**src/rtl/lcd_pkg.sv**
```systemverilog
// rtl/lcd_pkg.sv - shared LCD pipeline constants, source-select state encoding and clog2
package lcd_pkg;

  typedef logic [1:0] lcd_state_t;

  localparam lcd_state_t S_SHOW = 2'd0;
  localparam lcd_state_t S_PEND = 2'd1;
  localparam lcd_state_t S_FADE = 2'd2;

  localparam int LCD_CHANNELS = 3;
  localparam int LCD_CH_W     = 8;
  localparam int LCD_PIX_W    = LCD_CHANNELS * LCD_CH_W;

  function automatic int clog2(input int n);
    int r;
    r = 0;
    for (int i = 0; i < 31; i++) begin
      if ((1 << i) < n) r = i + 1;
    end
    return r;
  endfunction

endpackage

```
**src/rtl/lcd_ch_blend.sv**
```systemverilog
// rtl/lcd_ch_blend.sv - one colour channel of the old/new cross-fade, weight k out of 2**FADE_LOG2
module lcd_ch_blend
  import lcd_pkg::*;
#(
  parameter int CH_W      = LCD_CH_W,
  parameter int FADE_LOG2 = 4
) (
  input  logic [CH_W-1:0]    old_ch,
  input  logic [CH_W-1:0]    new_ch,
  input  logic [FADE_LOG2:0] k,
  output logic [CH_W-1:0]    blend_ch
);

  localparam int W = CH_W + FADE_LOG2 + 1;
  localparam logic [FADE_LOG2:0] FADE_N = {1'b1, {FADE_LOG2{1'b0}}};

  logic [FADE_LOG2:0] inv_k;
  logic [W-1:0]       old_term;
  logic [W-1:0]       new_term;
  logic [W-1:0]       sum;
  logic [FADE_LOG2:0] drop_unused;

  assign inv_k    = FADE_N - k;
  assign old_term = {{(W-CH_W){1'b0}}, old_ch} * {{(W-FADE_LOG2-1){1'b0}}, inv_k};
  assign new_term = {{(W-CH_W){1'b0}}, new_ch} * {{(W-FADE_LOG2-1){1'b0}}, k};
  assign sum      = old_term + new_term;

  // weights sum to 2**FADE_LOG2, so the top bit of sum is always zero
  assign blend_ch    = sum[FADE_LOG2 +: CH_W];
  assign drop_unused = {sum[W-1], sum[FADE_LOG2-1:0]};

endmodule

```
**src/rtl/lcd_src_sel.sv**
```systemverilog
// rtl/lcd_src_sel.sv - frame-synchronous LCD source selector with optional cross-fade, 2-cycle pipeline
module lcd_src_sel
  import lcd_pkg::*;
#(
  parameter  int NUM_SRC   = 4,
  parameter  int CH_W      = LCD_CH_W,
  parameter  int FADE_LOG2 = 4,
  localparam int SEL_W     = clog2(NUM_SRC)
) (
  input  logic                             clk_in,
  input  logic                             sys_rst,
  input  logic                             frame_start,
  input  logic [SEL_W-1:0]                 sel_in,
  input  logic                             fade_en,
  input  logic                             de_in,
  input  logic [NUM_SRC*LCD_CHANNELS*CH_W-1:0] pix_in,
  output logic [LCD_CHANNELS*CH_W-1:0]     pix_out,
  output logic                             de_out,
  output logic [SEL_W-1:0]                 cur_sel,
  output logic                             busy
);

  localparam int PIX_W = LCD_CHANNELS * CH_W;
  localparam logic [FADE_LOG2:0] FADE_LAST = {1'b0, {FADE_LOG2{1'b1}}};
  localparam logic [FADE_LOG2:0] K_ONE     = {{FADE_LOG2{1'b0}}, 1'b1};

  lcd_state_t         state, state_nx;
  logic [SEL_W-1:0]   sel_q;
  logic [SEL_W-1:0]   nxt_sel, nxt_nx, cur_nx;
  logic [FADE_LOG2:0] k, k_nx;
  logic               sel_ok;

  logic [PIX_W-1:0]   old_q, new_q, blend_pix;
  logic [FADE_LOG2:0] k_q;
  logic               de_q;

  assign sel_ok = (int'(sel_q) < NUM_SRC);
  assign busy   = (state != S_SHOW);

  always_comb begin
    state_nx = state;
    cur_nx   = cur_sel;
    nxt_nx   = nxt_sel;
    k_nx     = k;
    case (state)
      S_SHOW: begin
        if (sel_ok && (sel_q != cur_sel)) begin
          nxt_nx   = sel_q;
          state_nx = S_PEND;
        end
      end
      S_PEND: begin
        if (sel_ok && (sel_q == cur_sel)) begin
          state_nx = S_SHOW;
        end else begin
          if (sel_ok) nxt_nx = sel_q;
          if (frame_start) begin
            if (fade_en) begin
              k_nx     = K_ONE;
              state_nx = S_FADE;
            end else begin
              cur_nx   = nxt_nx;
              state_nx = S_SHOW;
            end
          end
        end
      end
      S_FADE: begin
        if (frame_start) begin
          if (k == FADE_LAST) begin
            cur_nx   = nxt_sel;
            k_nx     = '0;
            state_nx = S_SHOW;
          end else begin
            k_nx = k + 1'b1;
          end
        end
      end
      default: state_nx = S_SHOW;
    endcase
  end

  // mux on next-state values so the frame_start pixel already uses the new k/source
  always_ff @(posedge clk_in) begin
    if (sys_rst) begin
      state   <= S_SHOW;
      sel_q   <= '0;
      cur_sel <= '0;
      nxt_sel <= '0;
      k       <= '0;
      old_q   <= '0;
      new_q   <= '0;
      k_q     <= '0;
      de_q    <= 1'b0;
      pix_out <= '0;
      de_out  <= 1'b0;
    end else begin
      state   <= state_nx;
      sel_q   <= sel_in;
      cur_sel <= cur_nx;
      nxt_sel <= nxt_nx;
      k       <= k_nx;
      old_q   <= pix_in[int'(cur_nx)*PIX_W +: PIX_W];
      new_q   <= pix_in[int'(nxt_nx)*PIX_W +: PIX_W];
      k_q     <= k_nx;
      de_q    <= de_in;
      pix_out <= blend_pix;
      de_out  <= de_q;
    end
  end

  for (genvar ch = 0; ch < LCD_CHANNELS; ch++) begin : g_blend
    lcd_ch_blend #(
      .CH_W      (CH_W),
      .FADE_LOG2 (FADE_LOG2)
    ) u_blend (
      .old_ch   (old_q[ch*CH_W +: CH_W]),
      .new_ch   (new_q[ch*CH_W +: CH_W]),
      .k        (k_q),
      .blend_ch (blend_pix[ch*CH_W +: CH_W])
    );
  end

endmodule

```
**config.mk**
```make
export PLATFORM = sky130hd
export DESIGN_NAME = lcd_src_sel
export DESIGN_NICKNAME = d
export VERILOG_FILES = /design/src/rtl/lcd_pkg.sv /design/src/rtl/lcd_ch_blend.sv /design/src/rtl/lcd_src_sel.sv
export SDC_FILE = /design/constraint.sdc
export NUM_CORES = 1
export LEC_CHECK = 0
export ABC_AREA = 1
export CAP_MARGIN = 20
export CORE_MARGIN = 3
export CORE_UTILIZATION = 53
export CTS_CLUSTER_DIAMETER = 60
export CTS_CLUSTER_SIZE = 24
export DETAILED_ROUTE_END_ITERATION = 10
export HOLD_SLACK_MARGIN = 0.05
export PLACE_DENSITY = 0.76
export SYNTH_ARGS = -nofsm -noshare
export SYNTH_HDL_FRONTEND = slang
export SYNTH_SLANG_ARGS = --single-unit
```
**constraint.sdc**
```tcl
create_clock -name clk_in -period 5.35 [get_ports clk_in]
set_input_delay 0.8025 -clock clk_in [delete_from_list [all_inputs] [get_ports clk_in]]
set_output_delay 0.8025 -clock clk_in [all_outputs]
set_load 0.1 [all_outputs]
```
==> results of run 1 <==
[final timing paths]
check | from | to | slack (ns) | cells after the start
hold / removal | de_q | de_out | 0.41 | 2
setup reg to reg | k_q[4] | pix_out[6] | 0.31 | 20
setup / recovery | k_q[4] | pix_out[6] | 0.31 | 20
hold reg to reg | de_q | de_out | 0.41 | 2
[metal layers]
| layer | global-route usage (%) | vias to the layer above | part of all wire, % |
|---|---|---|---|
| met5 | 0 | - | 0 |
| met4 | 8.747 | 0 | 2.6 |
| met3 | 4.216 | 65 | 9.4 |
| met2 | 43.26 | 577 | 46 |
| met1 | 36.48 | 5089 | 42 |
| li1 | - | 5346 | - |
[tightest hold or removal path: stages (launching register included)]
cell and delay, ns:
dfxtp_1 0.30, inv_1 0.04, nor2_1 0.03
[power by group through the flow]
stage	clock network (W)	logic [W]	registers [W]
finish	0.000671	0.00214	0.000912
global route	0.000710	0.00238	0.000924
CTS	0.000679	0.00210	0.000906
detailed placement	0	0.00209	0.000921
global placement	0	0.00204	0.000919
floorplan	0	0.00118	0.00126
[sequential cells by signal, summed over array words and instances, names as in the netlist, 2 cells and up]
register	flops
state	2
k_q	5
nxt_sel	2
sel_q	2
cur_sel	2
new_q	24
pix_out	24
old_q	24
[area by class of cell]
| cell class | count | area, um2 |
|---|---|---|
| tap | 280 | 350.3 |
| timing repair buffer | 154 | 1488 |
| clock inverter | 6 | 72.57 |
| sequential | 87 | 1743 |
| clock buffer | 10 | 239.0 |
| fill | 1941 | 8194 |
| inverter | 446 | 1679 |
| multi-input combinational | 1144 | 8193 |
[repair_timing]
item,CTS,global route
endpoints found under the hold margin,0,0
setup endpoints to repair,0,10
setup buffers,0,1
gates resized for setup,0,16
[kinds of logic (layout without fill, tap and decap cells)]
logic type,count (synthesis),count (layout),synth area share (%)
simple gates,746,746,25.76
buf+inv,507,616,16.83
fa+ha+maj,245,245,35.36
compound gates,135,135,6.110
flops,87,87,14.61
xor+xnor,18,18,1.323
[placed cells by master (no fill, tap or decap), types with 2 or more instances in the layout]
cell / n
or2_2: 2
a21oi_1: 89
xor2_1: 9
inv_1: 441
nor3_1: 2
ha_2: 2
o21ai_0: 21
inv_4: 2
inv_6: 2
nand2_2: 5
nand4_1: 8
nand2_4: 2
nand3_1: 151
o211ai_1: 10
ha_1: 90
clkdlybuf4s50_1: 129
inv_2: 3
o21ai_1: 3
nor2_2: 2
buf_4: 21
xnor2_1: 8
dfxtp_1: 86
clkbuf_16: 9
nor2_1: 80
buf_6: 3
fa_1: 153
nor2_4: 2
a21o_1: 4
o21a_1: 4
nand2_1: 490
a21oi_2: 2
[metrics by stage]
| step | power [W] | util [%] |
|---|---|---|
| 2_1_floorplan | 0.002440 | - |
| 3_3_place_gp | 0.002964 | 61.04 |
| 3_5_place_dp | 0.003006 | 61.04 |
| 4_1_cts | 0.003687 | 62.46 |
| 5_1_grt | 0.004010 | 62.68 |
| 6_report | 0.003719 | 62.68 |
==> metrics, run 1 <==
via count 11080; Period minus WS final 5.044 ns; clock group share of total power 18.0%; final setup skew 0.01675 ns; Hold Slack 0.4112 ns; register area share after synthesis 14.61%; Worst setup EP type register; Sw Share 50.15%; final period utilization 94.28%; post-route ant nets 0; Nets 2190; pin count of the biggest net entering global routing 50; Worst Hold Class reg2reg; Die X 156.0 um; routed wire length 31.25 mm; Routed WL per cell 14.69 um; initial core utilization 54.27%; Slew Limit Fails 0; H-Tree Depth 3; Max-slew headroom 32.98%; Crit path buffers/inverters 5; CTS Hold Bufs 0; Final Hold Viols 0; CP most frequent cell fa_1; placed cell area 13400 um2; syn nets 2086; Startpoint Class register; I/O Buffers 130; EDFF count, synth 0; Post-synth ARST share 0%; GRT Overall Usage 26.59%; Syn Area/Cell 6.857 um2; #FFs+latches synth 87; crit-path max FO 9; post-detail-place hpwl 24.61 mm; share of cells above drive strength 1 3.628%; largest vdd supply drop 0.0002551 V; Worst-path clk slew 0.08 ns; placed cells 2109; I/O pins 131; unrepaired setup endpoints after global routing false; router iterations before antenna repair 5; count leader, synth nand2_1; share of the synthesized area in the top cell type 25.70%; Ant. Diodes 0; power per cell area 270.2 nW/um2; full die area 24320 um2; critical-path cell list inv_1, nand2_1, nand2_1, inv_2, nand2_1, fa_1, fa_1, inv_1, fa_1, fa_1, inv_1, fa_1, inv_1, ha_1, nand2_1, nor2_1, nand3_1, nand4_1, o21ai_0, a21oi_1; slowest CP cell fa_1; Crit path max-delay family adder cells; area of the core region 21960 um2; fin cells 2127; synthesized area 11920 um2; first-pass GRT wire length 52.35 mm; Residual DRC 0; Sw Pwr 0.001865 W; worst slew pin tran 1.002 ns; floorplan row count 54; GRT Residual Overflow 0; Placer Congestion 0.9181; Main synth FF type dfxtp_1; Critical Path RT 5.63 ns; design area 13760 um2; # clock sinks 87; top cells by count, synth nand2_1, inv_1, fa_1, nand3_1, ha_1; Worst Setup Slack, final 0.3058 ns; outcome complete, no violations; First DRT Iteration DRCs 828; pre-CTS WS 0.2521 ns; total CTS buffers 9; crit path kind reg2reg; critical path arrival 5.32 ns; worst-skew pair later-pin latency 0.36 ns; via-per-instance ratio 5.208; power share of the sequential group 24.5%; Ys Warns 0; leading area contributor after synthesis fa_1; Root Buffer clkbuf_16; synth top area cells fa_1, nand2_1, dfxtp_1; Layout area overhead 15.50%; P_int 0.001854 W; clk buf depth 2; Setup-failing EPs final 0; Post-Syn Instances 1738; MaxCap Viol Count 0; CTS tree done; CP peak stage delay 0.54 ns; initial antenna violation count 0; Die Span Y 156.0 um; synth unique cells 32; static leakage 7.964 nW; post-route setup TNS 0 ns; vias in the first global route 11040; Max Freq 198.2 MHz; Logic pwr share 57.4%
No activity file was read; power rests on OpenSTA's default activity.
==> run 2, diff against run 1 <==
--- a/config.mk
+++ b/config.mk
@@ -10,7 +10,7 @@
 export CORE_MARGIN = 3
 export CORE_UTILIZATION = 53
 export CTS_CLUSTER_DIAMETER = 60
-export CTS_CLUSTER_SIZE = 24
+export CTS_CLUSTER_SIZE = 16
 export DETAILED_ROUTE_END_ITERATION = 10
 export HOLD_SLACK_MARGIN = 0.05
 export PLACE_DENSITY = 0.76
==> constraint.sdc (replaced) <==
create_clock -name clk_in -period 5.35 [get_ports clk_in]
set_input_delay 0.8025 -clock clk_in [delete_from_list [all_inputs] [get_ports clk_in]]
set_output_delay 0.8025 -clock clk_in [all_outputs]
set_load 0.005 [all_outputs]
==> results of run 2 <==
Same layout as run 1 (identical final DEF). Status: complete, no violations.
Main changes from that run: total power 0.003719 W -> 0.003299 W; worst IR drop on VDD 0.0002551 V -> 0.0001895 V
==> RTL edit (config.mk and constraints of run 1) <==
`NUM_SRC`: 4 -> 3.
--- a/src/rtl/lcd_src_sel.sv
+++ b/src/rtl/lcd_src_sel.sv
@@ -2,7 +2,7 @@
 module lcd_src_sel
   import lcd_pkg::*;
 #(
-  parameter  int NUM_SRC   = 4,
+  parameter  int NUM_SRC   = 3,
   parameter  int CH_W      = LCD_CH_W,
   parameter  int FADE_LOG2 = 4,
   localparam int SEL_W     = clog2(NUM_SRC)
Interface: changed (resized pix_in); port bits go from 131 to 107. The function was not compared with the original's and may differ.
==> RTL edit against run 1 <==
- routed wire length down 5.0%
- setup slack worse by 0.10 ns
- design area down 3.7%
- area after synthesis shrank 3.9%
- clock power is 5.4% higher
- power grew 36%
- sequential cell count did not move
- combinational power rose by 48%
==> RTL edit: results (changes against run 1) <==
The number of clock buffer instances in the layout is 9 (-1). The final-layout clock-cell area share came to 0.0247 (+0.00210). The logic depth of the worst register-to-register path came to 22 (+10%).

The total routed wirelength came out at 29.7 mm (-5.0%). The post-synthesis compound-gate area fraction came to 0.0745 (+0.0134). The number of cells upsized or downsized after cts came out at 1 (+1). The flow ran to the end, and the final reports show no timing, DRC or antenna violations. The highest net fanout along the worst path is 6 (-3). The number of global-route vias before repair came to 10100 (-8.9%). Sorting the synthesized cells by how often they occur yields 405 x sky130_fd_sc_hd__inv_1, 391 x sky130_fd_sc_hd__nand2_1, 153 x sky130_fd_sc_hd__fa_1, 92 x sky130_fd_sc_hd__ha_1, 92 x sky130_fd_sc_hd__nor2_1. The fill cell instance count of the final layout came out at 1825 (-6.0%). The worst slack at placement came out at 0.0407 ns (-0.211 ns). The number of nets in the synthesized netlist is 1908 (-8.5%). The count of buffers not belonging to the clock network in the layout is 139 (-9.7%). The detailed-route vias per instance was 5.21 (about the same). The non-clock inverter count in the final layout is 411 (-7.8%). The number of design-rule violations left by the first detailed-router iteration was 995 (+20%). The most critical setup path has its startpoint at k_q[0]$_SDFFE_PP0P_. The final weighted congestion of routability-driven global placement came out at 0.956 (+4.1%).

The wire length of the first global-routing pass came out at 48.8 mm (-6.7%). The worst clock skew on the final layout came out at 0.0113 ns (-0.00542 ns). The cell leakage power is 7.52 nW (-5.6%). The total global routing track utilization came to 0.254 (-0.0117). The relative slew slack is 0.332 (+0.00206). The net switching fraction of the power came out at 0.549 (+0.0476). The terminus of the critical flop-to-flop path is pix_out[7]$_SDFF_PP0_. Compared with the post-synthesis result, the final layout area differs by 15.7%. The combinational power is 3.16 mW (+48%). The adder-cell share of the synthesized area came out at 0.368 (+0.0143). The portion of the layout cell area used by non-clock buffers came out at 0.101 (-0.00688). The power share of the sequential group is 0.237 (-0.008). The number of multi-input combinational cells came out at 1036 (-9.4%).

The relative contribution of the clock network to total power is 0.139 (-0.041). The worst reg-to-reg setup slack came out at 0.20 ns (-0.10 ns). The number of distinct library cells after synthesis is 47 (+47%). The fraction of final layout cells with drive strength greater than 1 came out at 0.0616 (+0.0253).

The highest ir drop seen on vdd came out at 0.319 mV (+25%). The post-DP HPWL is 22.8 mm (-7.5%). The ratio of final minimum period to clock period came out at 0.962 (+0.0189).
[RTL edit: metal layers]
metal	share of wire	up-vias	GRT usage
li1	-	4900	-
met1	0.43	4808	0.357
met2	0.46	466	0.410
met3	0.086	52	0.0399
met4	0.023	0	0.0738
met5	0	-	0
[RTL edit: kinds of logic (layout without fill, tap and decap cells)]
family                   count (synthesis)  after routing
adder cells (fa/ha/maj)                245            245
buffers and inverters                  461            566
flip-flops                              87             87
XOR/XNOR                                21             21
AND/OR/NAND/NOR                        612            612
AO/OA/AOI/OAI                          158            158
[RTL edit: stage by stage]
stage                     hold WS, ns  area [um^2]  cells  utilization
after global placement          0.399        12700   1934        0.602
after detailed placement        0.407        12700   1934        0.602
after CTS                       0.420        13100   1950        0.618
after global routing            0.446        13300   1964        0.627
final                           0.414        13300   1964        0.627
after floorplan                 0.388        11500   1584            -
